===== config.mk =====
export PLATFORM = sky130hd
export DESIGN_NAME = icache_direct_mapped_flat
export DESIGN_NICKNAME = d
export VERILOG_FILES = /design/src/rtl/icache_direct_mapped_if.sv /design/src/rtl/icache_direct_mapped.sv /design/src/flat_wrapper.sv
export SDC_FILE = /design/constraint.sdc
export NUM_CORES = 1
export LEC_CHECK = 0
export ABC_AREA = 1
export ABC_CLOCK_PERIOD_IN_PS = 21600
export BUFFER_PORTS_ARGS = -buffer_cell sky130_fd_sc_hd__buf_2
export CELL_PAD_IN_SITES_DETAIL_PLACEMENT = 1
export CELL_PAD_IN_SITES_GLOBAL_PLACEMENT = 1
export CORE_UTILIZATION = 40
export DETAILED_ROUTE_END_ITERATION = 6
export GPL_TIMING_DRIVEN = 0
export PLACE_DENSITY_LB_ADDON = 0.2
export SYNTH_ARGS = -nofsm -noshare
export SYNTH_HDL_FRONTEND = slang
export SYNTH_SLANG_ARGS = --single-unit
export TNS_END_PERCENT = 50

===== constraint.sdc =====
create_clock -name clk -period 21.6 [get_ports clk]
set_input_delay 4.32 -clock clk [delete_from_list [all_inputs] [get_ports clk]]
set_output_delay 4.32 -clock clk [all_outputs]
set_load 0.02 [all_outputs]

===== src/rtl/icache_direct_mapped_if.sv =====
// icache_direct_mapped_if: fetch-side and memory-side bus of the instruction cache.
//   slave  modport: the cache (takes fetches and memory replies, drives stall/data and line requests)
//   master modport: the environment (core fetch port plus 128-bit instruction memory)
//   proc_read/proc_write/proc_addr[29:0]/proc_wdata[31:0] -> cache; proc_stall/proc_rdata[31:0] <- cache
//   mem_read/mem_write/mem_addr[27:0]/mem_wdata[127:0] <- cache; mem_rdata[127:0]/mem_ready -> cache
interface icache_direct_mapped_if;
   logic         proc_read;
   logic         proc_write;
   logic [29:0]  proc_addr;
   logic [31:0]  proc_wdata;
   logic         proc_stall;
   logic [31:0]  proc_rdata;
   logic         mem_read;
   logic         mem_write;
   logic [27:0]  mem_addr;
   logic [127:0] mem_wdata;
   logic [127:0] mem_rdata;
   logic         mem_ready;
   modport slave (
      input  proc_read, proc_write, proc_addr, proc_wdata, mem_rdata, mem_ready,
      output proc_stall, proc_rdata, mem_read, mem_write, mem_addr, mem_wdata
   );
   modport master (
      output proc_read, proc_write, proc_addr, proc_wdata, mem_rdata, mem_ready,
      input  proc_stall, proc_rdata, mem_read, mem_write, mem_addr, mem_wdata
   );
endinterface


===== src/rtl/icache_direct_mapped.sv =====
// icache_direct_mapped: read-only direct-mapped instruction cache, 4-word lines, zero-latency hits.
//   clk, rst_n      : clock, synchronous active-low reset
//   bus (slave)     : core fetch port (proc_*) and 128-bit line refill port (mem_*)
//   hit_cnt_o/miss_cnt_o : hit and miss counters, present only when ICACHE_PERF_CNT_EN is defined
// Misses stall the core, refill one line, and the held fetch is re-looked-up the cycle after.
module icache_direct_mapped #(
   parameter int NUM_LINES = 8
) (
   input  logic                 clk,
   input  logic                 rst_n,
   icache_direct_mapped_if.slave bus
`ifdef ICACHE_PERF_CNT_EN
   ,
   output logic [31:0]          hit_cnt_o,
   output logic [31:0]          miss_cnt_o
`endif
);
   localparam int IDX_W = $clog2(NUM_LINES);
   localparam int TAG_W = 28 - IDX_W;
   localparam logic [0:0] IDLE     = 1'b0;
   localparam logic [0:0] ALLOCATE = 1'b1;

   logic [0:0]           state_q, state_d;
   logic [NUM_LINES-1:0] valid_q, valid_d;
   logic [27:0]          miss_addr_q, miss_addr_d;
   logic [TAG_W-1:0]     tag_q [NUM_LINES];
   logic [127:0]         data_q [NUM_LINES];
   logic [IDX_W-1:0]     idx, fill_idx;
   logic [TAG_W-1:0]     tag;
   logic [1:0]           word;
   logic                 hit, miss, refill;
   logic                 unused_bus;

   assign idx      = bus.proc_addr[IDX_W+1:2];
   assign tag      = bus.proc_addr[29:IDX_W+2];
   assign word     = bus.proc_addr[1:0];
   assign fill_idx = miss_addr_q[IDX_W-1:0];
   assign hit      = valid_q[idx] && (tag_q[idx] == tag);
   assign miss     = (state_q == IDLE) && bus.proc_read && !hit;
   // A launched refill always completes, whatever the core does to proc_read/proc_addr meanwhile.
   assign refill   = (state_q == ALLOCATE) && bus.mem_ready;

   always_comb begin
      state_d     = miss ? ALLOCATE : refill ? IDLE : state_q;
      miss_addr_d = miss ? bus.proc_addr[29:2] : miss_addr_q;
      valid_d     = valid_q;
      if (refill) valid_d[fill_idx] = 1'b1;
   end

   assign bus.proc_stall = (state_q == ALLOCATE) || miss;
   assign bus.proc_rdata = data_q[idx][{word, 5'b0} +: 32];
   assign bus.mem_read   = (state_q == ALLOCATE);
   assign bus.mem_addr   = miss_addr_q;
   assign bus.mem_write  = 1'b0;
   assign bus.mem_wdata  = '0;
   // Writes never come from the core; these inputs are intentionally dropped.
   assign unused_bus     = ^{bus.proc_write, bus.proc_wdata};

   always_ff @(posedge clk) begin
      if (!rst_n) begin
         state_q     <= IDLE;
         valid_q     <= '0;
         miss_addr_q <= '0;
      end else begin
         state_q     <= state_d;
         valid_q     <= valid_d;
         miss_addr_q <= miss_addr_d;
      end
   end

   // Tag and data arrays carry no reset; validity alone governs hits.
   always_ff @(posedge clk) begin
      if (rst_n && refill) begin
         data_q[fill_idx] <= bus.mem_rdata;
         tag_q[fill_idx]  <= miss_addr_q[27:IDX_W];
      end
   end

`ifdef ICACHE_PERF_CNT_EN
   logic [31:0] hit_cnt_q, miss_cnt_q;
   always_ff @(posedge clk) begin
      if (!rst_n) begin
         hit_cnt_q  <= '0;
         miss_cnt_q <= '0;
      end else begin
         hit_cnt_q  <= hit_cnt_q + 32'((state_q == IDLE) && bus.proc_read && hit);
         miss_cnt_q <= miss_cnt_q + 32'(miss);
      end
   end
   assign hit_cnt_o  = hit_cnt_q;
   assign miss_cnt_o = miss_cnt_q;
`endif
endmodule


===== src/flat_wrapper.sv =====
// flat-port wrapper written by rule: the top's interface ports become plain ports
module icache_direct_mapped_flat 
#(
   parameter int NUM_LINES = 8
)
  (clk, rst_n, bus_proc_read, bus_proc_write, bus_proc_addr, bus_proc_wdata, bus_mem_rdata, bus_mem_ready, bus_proc_stall, bus_proc_rdata, bus_mem_read, bus_mem_write, bus_mem_addr, bus_mem_wdata);
  icache_direct_mapped_if bus_i ();
  input  logic clk;
  input  logic rst_n;
  input wire logic [$bits(bus_i.proc_read)-1:0] bus_proc_read;
  input wire logic [$bits(bus_i.proc_write)-1:0] bus_proc_write;
  input wire logic [$bits(bus_i.proc_addr)-1:0] bus_proc_addr;
  input wire logic [$bits(bus_i.proc_wdata)-1:0] bus_proc_wdata;
  input wire logic [$bits(bus_i.mem_rdata)-1:0] bus_mem_rdata;
  input wire logic [$bits(bus_i.mem_ready)-1:0] bus_mem_ready;
  output wire logic [$bits(bus_i.proc_stall)-1:0] bus_proc_stall;
  output wire logic [$bits(bus_i.proc_rdata)-1:0] bus_proc_rdata;
  output wire logic [$bits(bus_i.mem_read)-1:0] bus_mem_read;
  output wire logic [$bits(bus_i.mem_write)-1:0] bus_mem_write;
  output wire logic [$bits(bus_i.mem_addr)-1:0] bus_mem_addr;
  output wire logic [$bits(bus_i.mem_wdata)-1:0] bus_mem_wdata;
  assign bus_i.proc_read = bus_proc_read;
  assign bus_i.proc_write = bus_proc_write;
  assign bus_i.proc_addr = bus_proc_addr;
  assign bus_i.proc_wdata = bus_proc_wdata;
  assign bus_i.mem_rdata = bus_mem_rdata;
  assign bus_i.mem_ready = bus_mem_ready;
  assign bus_proc_stall = bus_i.proc_stall;
  assign bus_proc_rdata = bus_i.proc_rdata;
  assign bus_mem_read = bus_i.mem_read;
  assign bus_mem_write = bus_i.mem_write;
  assign bus_mem_addr = bus_i.mem_addr;
  assign bus_mem_wdata = bus_i.mem_wdata;
  icache_direct_mapped #(.NUM_LINES(NUM_LINES)) u_core (.clk(clk), .rst_n(rst_n), .bus(bus_i));
endmodule

# Word level (Yosys, flattened, before mapping)
# Memory sizes are Yosys's and may differ from the RTL's.
# Cells that the tools add are included.
[word_totals] ff_bits=37 ramBits=1224 input_bits=195 output_inout_bits=191 wordCells=29 mem_count=2
[classes] n_lt_le_gt_ge=3 n_eq_ne=1 n_shift=1 n_mux=8 bitwise=2 reduce_logical=9
[memory_table] name="u_core.data_q" words=8 width=128 rd=1 rd_ports_with_merged_regs=0 write_ports=1 line="icache_direct_mapped.sv:27" rtl="logic [127:0] data_q [NUM_LINES];"
[memory_table] name="u_core.tag_q" words=8 width=25 rd=1 rd_ports_with_merged_regs=0 write_ports=1 line="icache_direct_mapped.sv:26" rtl="logic [TAG_W-1:0] tag_q [NUM_LINES];"
[op_table] cell="indexed part select 128 x 8 -> 32 bit" n=1
[op_table] cell="equality test 25 bit" n=1
[op_table] cell="< comparator 3 x 4 -> 1 bit (second input constant)" n=2
[op_table] cell="OR 8 bit" n=1
[op_table] cell="logical AND 1 bit" n=6
[op_table] cell="two-way mux 1 bit" n=6
[op_table] cell="binary-select mux 1 bit (select 3 bit)" n=1
[op_table] cell="demux 1 bit (select 3 bit)" n=1
[op_table] cell=">= comparator 3 x 1 -> 1 bit (second input constant)" n=1
[op_table] cell="nonzero test 2 bit" n=1
[op_table] cell="zero test 1 bit" n=1
[op_table] cell="logical OR 1 bit" n=1
[op_table] cell="NOT 1 bit" n=1

# Logic depth before layout (Yosys ltp)
[logic_depth] depth_word=6 mapped_depth=19 depth_no_buf=16

# Worst setup path before layout
# Ideal clock, no wire load.
[synth_path] path_type="input to register" startpoint="in rst_n" endpoint="mem u_core.data_q[0][0] (enable)" setup_time_ns=0.668 t_arrival_ns=11.345 path_slack_ns=9.586 cell_stages=5 n_path_buf=1 path_cell_list="clkbuf_1 -> inv_1 -> nor3_1 -> nand2_1 -> nor2_1"
[synth_via] elab_chain_len=3
[synth_lines] element="start: declaration" line="flat_wrapper.sv:9" rtl="input logic rst_n;"
[synth_lines] element="logical AND 1 bit" line="icache_direct_mapped.sv:73" rtl="if (rst_n && refill) begin"
[synth_lines] element="two-way mux 1 bit" line="icache_direct_mapped.sv:73"
[synth_lines] element="two-way mux 1 bit (implied by the code)" line="icache_direct_mapped.sv:74" rtl="data_q[fill_idx] <= bus.mem_rdata;"
[synth_lines] element="end: declaration" line="icache_direct_mapped.sv:27"
# Every way passes these cells.

# Worst setup path in the final report
[layout_path] startpoint="in bus_proc_addr[4]" endpoint="out bus_proc_rdata[0]"
[layout_via] elab_chain_len=2
[layout_lines] element="start: declaration" line="flat_wrapper.sv:12" rtl="input wire logic [$bits(bus_i.proc_addr)-1:0] bus_proc_addr;"
[layout_lines] element="memory (8 x 128 bit)"
[layout_lines] element="indexed part select 128 x 8 -> 32 bit" line="icache_direct_mapped.sv:51" rtl="assign bus.proc_rdata = data_q[idx][{word, 5'b0} +: 32];"
[layout_lines] element="end: declaration" line="flat_wrapper.sv:17" rtl="output wire logic [$bits(bus_i.proc_rdata)-1:0] bus_proc_rdata;"
# Every way passes these cells.

==> impl_summary.txt <==
----------------------------------------------------
[Run status]
  Run status ... complete, but fails checks
  Failing checks ... capacitance limit, slew limit

[CTS]
  Later-pin clock latency in the skew report ... slightly below 0.8 ns
  CTS buffer count ... approximately 140
  Buffers inserted during post-CTS setup optimization ... 0
  Sinks on the clock net ... between 1000 and 1500
  Root buf cell ... clkbuf_16
  Clock transition at the registers of the reported paths ... around 0.07 ns
  Hold-fix buffers, CTS ... 0
  Clock Path Buffers ... 3
  H-tree Lvls ... 4
  Total of cells resized after clock tree synthesis ... 0
  CTS tree ... done

[Yosys]
  Post-Synthesis Mean Instance Area ... 12.74 µm²
  Cells taking the most area after synthesis ... edfxtp_1, o21ai_0, nor2_1
  Total of flip-flops plus latches after synthesis ... 1261
  Mapped Area ... 50590 µm²
  Seq/Total Area, Yosys ... 0.7412
  Number of warnings issued by yosys ... 0
  Number of instances in the synthesized netlist ... 3972
  Library cell occupying the most area in the post-synthesis netlist ... edfxtp_1
  Fraction of post-synthesis cell area in the top cell type by area ... 0.7265
  Cell variety after synth ... 20

[Place]
  Number of buffers inserted by port buffering ... 220
  Routability congestion estimate from global placement ... around 0.84
  DP HPWL ... 122.9 mm
  Total instance count after detailed placement ... between 6000 and 7000

[Setup path]
  Crit path launch type ... primary input
  Endpoint class of the critical path ... output port
  Delay contributed by the slowest stage of the critical path ... 1.04 ns
  Req. time, crit path ... 17.28 ns
  Critical setup path kind ... primary input to output port
  Setup slack of the most critical reg-to-reg path ... roughly 18 ns
  Depth of the worst register-to-register path ... 8
  End of the worst register-to-register path ... u_core.data_q[6][116]
  Reg2Reg Launch Point ... u_core.bus.mem_read
  Slowest stage cell on the critical path ... clkbuf_1
  Arrival time reported for the critical path endpoint ... between 9 and 10 ns
  Critical Path Fanout Max ... 10
  Ordered cell list for the critical path ... buf_2 -> inv_1 -> clkbuf_1 -> buf_2 -> clkbuf_1 -> clkbuf_1 -> o221ai_1 -> a31oi_1 -> a32oi_1 -> buf_2

[Pwr]
  Fraction of power consumed by combinational cells ... 0.077
  Switch share ... 0.2390
  Int Power ... about 4100 µW
  Sum of internal, switching and leakage power ... 5443 µW
  Clock power share ... 0.424
  Worst-case vdd ir drop ... 0.00008667 V
  PD cells ... 90.68 nW/µm²
  Sequential fraction of design power ... 0.499
  Leakage power figure ... 0.02081 µW
  Power dissipated by switching net loads ... ~1300 µW

[Die]
  Core region area ... 125600 µm²
  Initial cell density of the core ... 0.4029
  Io pins ... ~390
  Horizontal die dimension ... around 360 µm
  Cell Rows ... 130
  DIE AREA ... about 130000 µm²
  Vert. Die Dim ... between 300 and 400 µm

[GRT]
  Overall global routing resource usage ... 0.2827
  Initial antenna violation count ... about 50
  Largest net degree at the start of global routing ... 28
  First-pass GRT wire length ... approximately 260 mm
  Overflow left after global routing ... 0
  Number of global-route vias before repair ... between 30000 and 40000

[STA]
  Worst-case clock skew ... roughly 0.032 ns
  Total Neg Setup Slack ... 0 ns
  RSZ-0062 raised after global routing ... false
  Max-slew violation count ... 13
  Highest clock frequency the design can meet ... around 74 MHz
  Minimum period implied by the final worst setup slack ... about 13 ns
  Final setup violation count ... 0
  Final Hold Fails ... 0
  Worst relative slew slack ... -0.04560
  Transition time at the pin with the least slew margin ... approximately 1.6 ns
  Fin crit share ... 0.6225

[Final layout]
  Net count reported at finish ... between 4000 and 5000
  Fraction of final layout cells sized beyond drive strength 1 ... 0.1417
  Finished Core Util ... 0.4780
  Area Overhead vs Synth ... 18.65%
  Post-Layout Cell Count ... between 6000 and 7000

[Routing]
  Average wire per cell in the routed design ... between 20 and 30 µm
  DRC marker count from the first detailed-route iteration ... about 4200
  Final routed wirelength across all metal layers ... 182.8 mm
  Pre-antenna DRT Iters ... 5
  Number of DRC violations after detailed routing ... 0
  Total number of vias ... around 36000
  Vias per cell ... 5.774
  Antenna violation net count after detailed routing ... 0

[Run]
  Number of max-capacitance violations reported ... 1

[Worst hold path]
  Count of cells along the worst hold path ... 2
  Start point of the worst min-delay path ... u_core.valid_q[3]
  Worst hold-check path type ... flop to flop
  Hold endpoint ... u_core.valid_q[3]

----------------------------------------------------
-- stage by stage --
step,hold slack [ns],instance area [µm²],worst slack (ns)
after floorplan,0.4254,51070,9.586
after global placement,0.4369,54240,1.662
final,0.4814,60030,8.154
after detailed placement,0.4654,55650,8.270
after global routing,0.5041,60000,8.163
after CTS,0.4821,59980,8.177
-- cells in the mapped netlist --
master	number
edfxtp_1	1224
nor2_1	739
o21ai_0	575
nand2_1	294
clkbuf_1	214
nand3_1	194
o221ai_1	178
buf_4	134
inv_1	124
o22ai_1	82
buf_2	40
dfxtp_1	37
a21oi_1	34
a31oi_1	32
a32oi_1	32
o21ai_1	19
buf_1	16
inv_2	2
conb_1	1
nor3_1	1
-- power by group through the flow --
stage / combinational [µW] / sequential (µW) / clock, µW
after floorplan: 206 / 2770 / 0
after global placement: 399 / 2770 / 0
after detailed placement: 413 / 2770 / 0
after CTS: 415 / 2720 / 2320
after global routing: 446 / 2720 / 2410
final: 421 / 2720 / 2310
-- registers in the layout, summed over array words and instances (netlist names) --
name,count
u_core.data_q,1024
u_core.tag_q,200
u_core.bus.mem_addr,28
u_core.valid_q,8
u_core.bus.mem_read,1
-- placed cells by master (no fill, tap or decap), types with 43 or more instances in the layout --
cell       synthesis  final
nor2_1           739    731
inv_1            124    124
o22ai_1           82     82
o21ai_0          575    575
edfxtp_1        1224   1224
buf_4            134    134
nand2_1          294    294
buf_12             0     43
buf_2             40    260
clkbuf_16          0    140
clkbuf_1         214    243
nand3_1          194    194
conb_1             1    129
o221ai_1         178    178
-- cell type report --
| type | count | area (µm²) |
|---|---|---|
| Clock inverter | 66 | 643.1 |
| Inverter | 126 | 473.0 |
| Tap cell | 1650 | 2064 |
| Timing Repair Buffer | 282 | 2472 |
| Clock buffer | 174 | 3681 |
| Multi-Input combinational cell | 2309 | 11090 |
| Antenna cell | 14 | 35.03 |
| Sequential cell | 1261 | 37500 |
| Buffer | 404 | 2069 |
| Fill cell | 13040 | 65540 |
-- layer usage --
metal | global-route usage | part of all wire
met1 | 0.3898 | 0.41
met2 | 0.4439 | 0.46
met3 | 0.05399 | 0.085
met4 | 0.1078 | 0.038
met5 | 0 | 0.0013
-- worst max-delay path by stage --
stage,start,to
floorplan,rst_n,u_core.data_q[0][0]
global placement,rst_n,u_core.data_q[0][80]
detailed placement,bus_proc_addr[4],bus_proc_rdata[0]
CTS,bus_proc_addr[4],bus_proc_rdata[0]
global route,bus_proc_addr[4],bus_proc_rdata[0]
finish,bus_proc_addr[4],bus_proc_rdata[0]
-- worst max-delay path, delay by kind of cell --
kind	cells	cell delay, ns
buffers and inverters	7	3.25
AOI/OAI and AO/OA	3	1.52
-- cells by family (layout without fill, tap and decap cells) --
family | after synthesis | count (layout) | synth area share
compound gates | 952 | 952 | 0.1126
buf+inv | 530 | 1052 | 0.05025
simple gates | 1228 | 1228 | 0.09593
flops | 1261 | 1261 | 0.7412
other cells | 1 | 143 | 0.00007412
No activity file was read; power rests on OpenSTA's default activity.
